## src/rtl/irq_dispatch_pkg.sv

```systemverilog
`default_nettype none
// +----------------------------------------------------------------------------+
// | irq_dispatch_pkg                                                           |
// | Shared types and helpers for the multi-core interrupt dispatcher.          |
// | Revision: 1.0                                                              |
// +----------------------------------------------------------------------------+
package irq_dispatch_pkg;

  localparam int MAX_SRC = 256;

  typedef enum logic [1:0] {
    IDLE   = 2'd0,
    OFFER  = 2'd1,
    RETIRE = 2'd2
  } core_state_e;

  function automatic int id_width(input int n);
    return (n > 1) ? $clog2(n) : 1;
  endfunction

  // Returns 0 for an all-zero vector; callers qualify with a reduction OR.
  function automatic int unsigned lowest_set(input logic [MAX_SRC-1:0] v);
    int unsigned r;
    r = 0;
    for (int i = MAX_SRC - 1; i >= 0; i--) begin
      if (v[i]) r = i;
    end
    return r;
  endfunction

endpackage
`default_nettype wire

```

## src/rtl/irq_rr_arbiter.sv

```systemverilog
`default_nettype none
// +----------------------------------------------------------------------------+
// | irq_rr_arbiter                                                             |
// | One-hot grant to the first request at or after the pointer, wrapping.      |
// | Revision: 1.0                                                              |
// +----------------------------------------------------------------------------+
module irq_rr_arbiter #(
  parameter  int N     = 4,
  localparam int PTR_W = (N > 1) ? $clog2(N) : 1
) (
  input  logic [N-1:0]     i_req,
  input  logic [PTR_W-1:0] i_ptr,
  output logic [N-1:0]     o_gnt,
  output logic             o_vld
);

  logic [PTR_W-1:0] w_idx;

  // Walk offsets from farthest to nearest so the nearest request wins.
  always_comb begin
    o_gnt = '0;
    w_idx = '0;
    for (int i = N - 1; i >= 0; i--) begin
      w_idx = PTR_W'((int'(i_ptr) + i) % N);
      if (i_req[w_idx]) begin
        o_gnt        = '0;
        o_gnt[w_idx] = 1'b1;
      end
    end
  end

  assign o_vld = |i_req;

endmodule
`default_nettype wire

```

## src/rtl/irq_dispatch_ctrl.sv

```systemverilog
`default_nettype none
// +----------------------------------------------------------------------------+
// | irq_dispatch_ctrl                                                          |
// | Offers pending sources to idle cores round-robin and retires them on ack.  |
// | Revision: 1.0                                                              |
// +----------------------------------------------------------------------------+
module irq_dispatch_ctrl
  import irq_dispatch_pkg::*;
#(
  parameter  int N_CORES = 4,
  parameter  int N_SRC   = 32,
  parameter  int TIMEOUT = 255,
  localparam int ID_W    = id_width(N_SRC)
) (
  input  logic                    HCLK,
  input  logic                    HRESET,
  input  logic [N_SRC-1:0]        pending_i,
  input  logic [N_CORES-1:0]      core_en_i,
  output logic [N_CORES-1:0]      core_irq_o,
  output logic [N_CORES*ID_W-1:0] core_id_o,
  input  logic [N_CORES-1:0]      core_ack_i,
  output logic [N_SRC-1:0]        clear_o,
  output logic [N_CORES-1:0]      timeout_o
);

  localparam int PTR_W = id_width(N_CORES);
  localparam int CNT_W = id_width(TIMEOUT + 1);

  core_state_e      r_state [N_CORES];
  logic [ID_W-1:0]  r_id    [N_CORES];
  logic [CNT_W-1:0] r_cnt   [N_CORES];
  logic [PTR_W-1:0] r_ptr;
  logic [N_SRC-1:0] r_clear;
  logic [N_CORES-1:0] r_tmo;

  logic [N_SRC-1:0]   w_inflight;
  logic [N_SRC-1:0]   w_elig;
  logic [ID_W-1:0]    w_src;
  logic [N_CORES-1:0] w_free;
  logic [N_CORES-1:0] w_gnt;
  logic               w_gnt_vld;
  logic               w_assign;
  logic [PTR_W-1:0]   w_gnt_idx;
  logic [PTR_W-1:0]   w_ptr_nxt;
  logic [N_CORES-1:0] w_tmo;

  // A source stays in flight through RETIRE to mask the stale pending bit.
  always_comb begin
    w_inflight = '0;
    w_free     = '0;
    w_tmo      = '0;
    for (int k = 0; k < N_CORES; k++) begin
      if (r_state[k] != IDLE) w_inflight[r_id[k]] = 1'b1;
      w_free[k] = (r_state[k] == IDLE) && core_en_i[k];
      w_tmo[k]  = (TIMEOUT != 0) && (r_state[k] == OFFER) &&
                  (int'(r_cnt[k]) == TIMEOUT - 1);
    end
  end

  assign w_elig    = pending_i & ~w_inflight;
  assign w_src     = ID_W'(lowest_set(MAX_SRC'(w_elig)));
  assign w_assign  = (|w_elig) && w_gnt_vld;
  assign w_gnt_idx = PTR_W'(lowest_set(MAX_SRC'(w_gnt)));
  assign w_ptr_nxt = (int'(w_gnt_idx) == N_CORES - 1) ? '0 : w_gnt_idx + 1'b1;

  irq_rr_arbiter #(.N(N_CORES)) u_core_arb (
    .i_req (w_free),
    .i_ptr (r_ptr),
    .o_gnt (w_gnt),
    .o_vld (w_gnt_vld)
  );

  always_ff @(posedge HCLK) begin
    if (HRESET) begin
      r_ptr   <= '0;
      r_clear <= '0;
      r_tmo   <= '0;
      for (int k = 0; k < N_CORES; k++) begin
        r_state[k] <= IDLE;
        r_id[k]    <= '0;
        r_cnt[k]   <= '0;
      end
    end else begin
      r_clear <= '0;
      r_tmo   <= '0;
      if (w_assign) r_ptr <= w_ptr_nxt;
      for (int k = 0; k < N_CORES; k++) begin
        case (r_state[k])
          IDLE: begin
            if (w_assign && w_gnt[k]) begin
              r_state[k] <= OFFER;
              r_id[k]    <= w_src;
              r_cnt[k]   <= '0;
            end
          end
          OFFER: begin
            if (core_ack_i[k]) begin
              r_state[k]       <= RETIRE;
              r_cnt[k]         <= '0;
              r_clear[r_id[k]] <= 1'b1;
            end else if (w_tmo[k] || !pending_i[r_id[k]] || !core_en_i[k]) begin
              r_state[k] <= IDLE;
              r_tmo[k]   <= w_tmo[k];
            end else begin
              r_cnt[k] <= r_cnt[k] + 1'b1;
            end
          end
          RETIRE: begin
            if (r_cnt[k] == CNT_W'(1)) r_state[k] <= IDLE;
            else                       r_cnt[k]   <= r_cnt[k] + 1'b1;
          end
          default: r_state[k] <= IDLE;
        endcase
      end
    end
  end

  generate
    for (genvar k = 0; k < N_CORES; k++) begin : g_out
      assign core_irq_o[k]               = (r_state[k] == OFFER);
      assign core_id_o[k*ID_W +: ID_W]   = r_id[k];
    end
  endgenerate

  assign clear_o   = r_clear;
  assign timeout_o = r_tmo;

endmodule
`default_nettype wire

```

## config.mk

```make
export PLATFORM = sky130hd
export DESIGN_NAME = irq_dispatch_ctrl
export DESIGN_NICKNAME = d
export VERILOG_FILES = /design/src/rtl/irq_dispatch_pkg.sv /design/src/rtl/irq_rr_arbiter.sv /design/src/rtl/irq_dispatch_ctrl.sv
export SDC_FILE = /design/constraint.sdc
export NUM_CORES = 1
export LEC_CHECK = 0
export CAP_MARGIN = 20
export CELL_PAD_IN_SITES_DETAIL_PLACEMENT = 0
export CELL_PAD_IN_SITES_GLOBAL_PLACEMENT = 2
export CORE_MARGIN = 2
export CORE_UTILIZATION = 35
export CTS_CLUSTER_DIAMETER = 30
export DETAILED_ROUTE_END_ITERATION = 12
export PLACE_DENSITY_LB_ADDON = 0.1
export SLEW_MARGIN = 15
export SYNTH_ARGS = -nofsm -noshare
export SYNTH_HDL_FRONTEND = slang
export SYNTH_SLANG_ARGS = --single-unit
```

## constraint.sdc

```tcl
create_clock -name HCLK -period 3.5 [get_ports HCLK]
set_input_delay 0.525 -clock HCLK [delete_from_list [all_inputs] [get_ports HCLK]]
set_output_delay 0.525 -clock HCLK [all_outputs]
set_load 0.05 [all_outputs]
```

==> impl_metrics.yaml <==
synth:
  synthFlopType: "edfxtp_1"
  synth_enable_flop_cells: 60
  yosysWarnings: 0
  yosysTopAreaCell: "edfxtp_1"
  syn_area_per_cell_um2: 8.83
  ys_async_sr_fraction_pct: 0
  synth.distinct_cells: 80
  yosysTopAreaCellShare_pct: 21.8
  ys_ff_latch: 98
  synth_cells: 937
  synth.area.top_cells: "edfxtp_1 (22%), mux4_2 (10%), dfxtp_1 (9.2%)"
  syn_nets: 998
  syn-cell-area_mm2: 0.00827
  yosysSeqAreaShare_pct: 31.0
timing:
  fin_skew_ns: 0.00702
  max_clock_freq_mhz: 298
  slew_violations: 0
  max-slew-margin-rel_pct: 52.0
  final-setup-viol-count: 0
  layout_worst_path_cycle_share_pct: 95.9
  grt_setup_unrepaired: "no"
  worstMarginPinSlew_ns: 0.713
  hold_viol_final: 0
  fin_crit_ns: 3.36
power:
  powerDensity_mw_per_mm2: 778
  swShare_pct: 49.3
  p_int_uw: 4270
  switching_power_uw: 4150
  clock_power_share_pct: 12.9
  p_comb_share_pct: 61.9
  leakage_uw: 0.00382
  seqPwrFrac_pct: 25.3
  ir_worst_vdd_mv: 0.404
clock_network:
  max-clock-path-buffers: 2
  ctsRootBufferMaster: "clkbuf_16"
  clkTransAtPathRegs_ns: 0.08
  clkLatencyLatePin_ns: 0.36
  cts_tree: "done"
  numCtsBuffers: 9
  ctsHoldBuffers: 0
  clock_sinks: 98
  htree_levels: 3
routing:
  firstDrtPassIters: 6
  wl_per_cell_um: 25.4
  routed_wl_um: 36900
  num_vias: 9039
  vias_per_cell: 6.23
  postRouteAntennaNets: 0
  drcViolationCount: 0
  drtIter0Drc: 1060
placed_design:
  placed_cells: 1421
  post-dp-hpwl_um: 29800
  io_buffers: 101
  routabilityCongestion: 1.03
setup_path:
  r2r_slack_ns: 0.14
  critPathLaunchType: "flop"
  crit_fanout: 9
  path_class: "flop to flop"
  required_ns: 3.63
  worstPathArrival_ns: 3.48
  end_kind: "flop"
die:
  design.portCount: 102
  die_w_um: 158
  core_area_mm2: 0.0233
  die-area_mm2: 0.0249
  std_cell_rows: 56
  initial_utilization_pct: 35.4
  die_y_um: 158
global_route:
  grt_max_degree: 31
  grt_use_total_pct: 29.4
  antenna_found_initial: 0
  grt_pass1_vias: 8486
  grt_pass1_wl_um: 53700
  grt-ovfl-total: 0
cells_and_area:
  fillerInstances: 2341
  seq_area_mm2: 0.00256
  multiInputGateArea_mm2: 0.00531
  drive_gt1_share_pct: 21.4
  stdcell_count: 1451
  post-route-util_pct: 46.3
  layout.nets: 1188
  area_growth_pct: 30.8
  antenna_cells: 0
flow_run:
  max-cap-violations: 0
run_status:
  outcome: "finished, final reports clean"
hold_path:
  worstHoldPathType: "flop to flop"
metrics by stage:
step / TNS [ns] / hold slack [ns] / area, um^2 / setup slack, ns / total power (uW)
floorplan: 0 / 0.552 / 8270 / 0.289 / 5050
global placement: -0.347 / 0.619 / 10400 / -0.0435 / 7130
detailed placement: -0.508 / 0.624 / 10400 / -0.0637 / 7100
CTS: 0 / 0.639 / 10700 / 0.0269 / 8210
global route: 0 / 0.666 / 10800 / 0.00187 / 8800
finish: 0 / 0.633 / 10800 / 0.142 / 8420
Yosys cell counts, types with 21 or more instances:
cell type  instances
nor4_1            21
o22ai_1           27
a22oi_1           24
inv_1             26
nor3_1            79
nand2_1           30
a21oi_1           32
edfxtp_1          60
buf_2             35
mux4_2            37
nand3_1           55
dfxtp_1           38
clkbuf_1          25
nor2_1           123
power groups by stage:
stage	Combinational, uW	Clock, uW	Sequential, uW
after detailed placement	4920	0	2180
after floorplan	2770	0	2290
after global placement	4950	0	2180
after CTS	4940	1110	2160
final	5210	1080	2130
after global routing	5480	1150	2170
worst max-delay path, cell delays in order (launching register included):
cell and delay (ns):
edfxtp_1 0.57, nand3b_1 0.33, buf_4 0.20, o31ai_1 0.37
nor4_2 0.11, nor4_2 0.23, buf_4 0.18, nor3b_2 0.29
a41oi_4 0.28, a21oi_2 0.26, nand3_1 0.11, buf_4 0.18
logic make-up after synthesis:
group	count (synthesis)	synth area share, %
buffers and inverters	94	5.13
and+or+nand+nor	468	30.9
xor gates and xnor gates	24	2.54
AOI/OAI and AO/OA	196	17.4
muxes	38	10.2
adders and majority gates	19	2.87
DFF	98	31.0
path summary, 6_finish.rpt:
check | start | to | cells after the start
max | r_id[3][3] | r_cnt[0][0] | 11
min | r_ptr[1] | r_ptr[1] | 2
max reg2reg | r_id[3][3] | r_cnt[0][0] | 11
min reg2reg | r_ptr[1] | r_ptr[1] | 2
area by class of cell:
cell class / instances / area share, %
sequential: 98 / 23.7
multi-input combinational: 745 / 49.1
timing repair buffer: 247 / 19.7
clock buffer: 9 / 2.08
clock inverter: 7 / 0.856
tap: 319 / 3.69
inverter: 26 / 0.902
state kept, by name (all words and copies together), names as in the netlist:
name       cells
r_id          20
r_ptr          2
clear_o       32
timeout_o      4
r_cnt         32
r_state        8
placed cells by master, fill, tap and decap left out, types with 9 or more instances in the layout:
cell,instances
nor2_1,123
nand4_1,11
a21oi_1,32
o31ai_1,17
inv_1,26
nand2_1,30
and3_1,15
or3b_2,10
a221oi_1,18
nand2b_1,19
o21ai_0,12
nand3_1,55
nor2b_1,15
nor4_1,18
a22oi_1,24
clkdlybuf4s50_1,100
edfxtp_1,60
nor3_1,79
o22ai_1,27
nor3b_1,17
dfxtp_1,38
clkbuf_16,9
xor2_1,18
ha_1,19
buf_4,144
a211oi_1,9
nand3b_1,15
mux4_2,37
repair_timing:
item	in CTS	in global routing
buffers inserted	0	14
endpoints found under the setup margin	0	78
hold endpoints to repair	0	0
resized for setup	0	4
layer usage:
metal  global-route usage, %  wire length, um
met2                    47.8            16900
met5                       0                0
met1                    38.8            14800
met3                    4.76             3500
met4                    12.0             1630
Note: power is estimated with default switching activity, not from simulation.
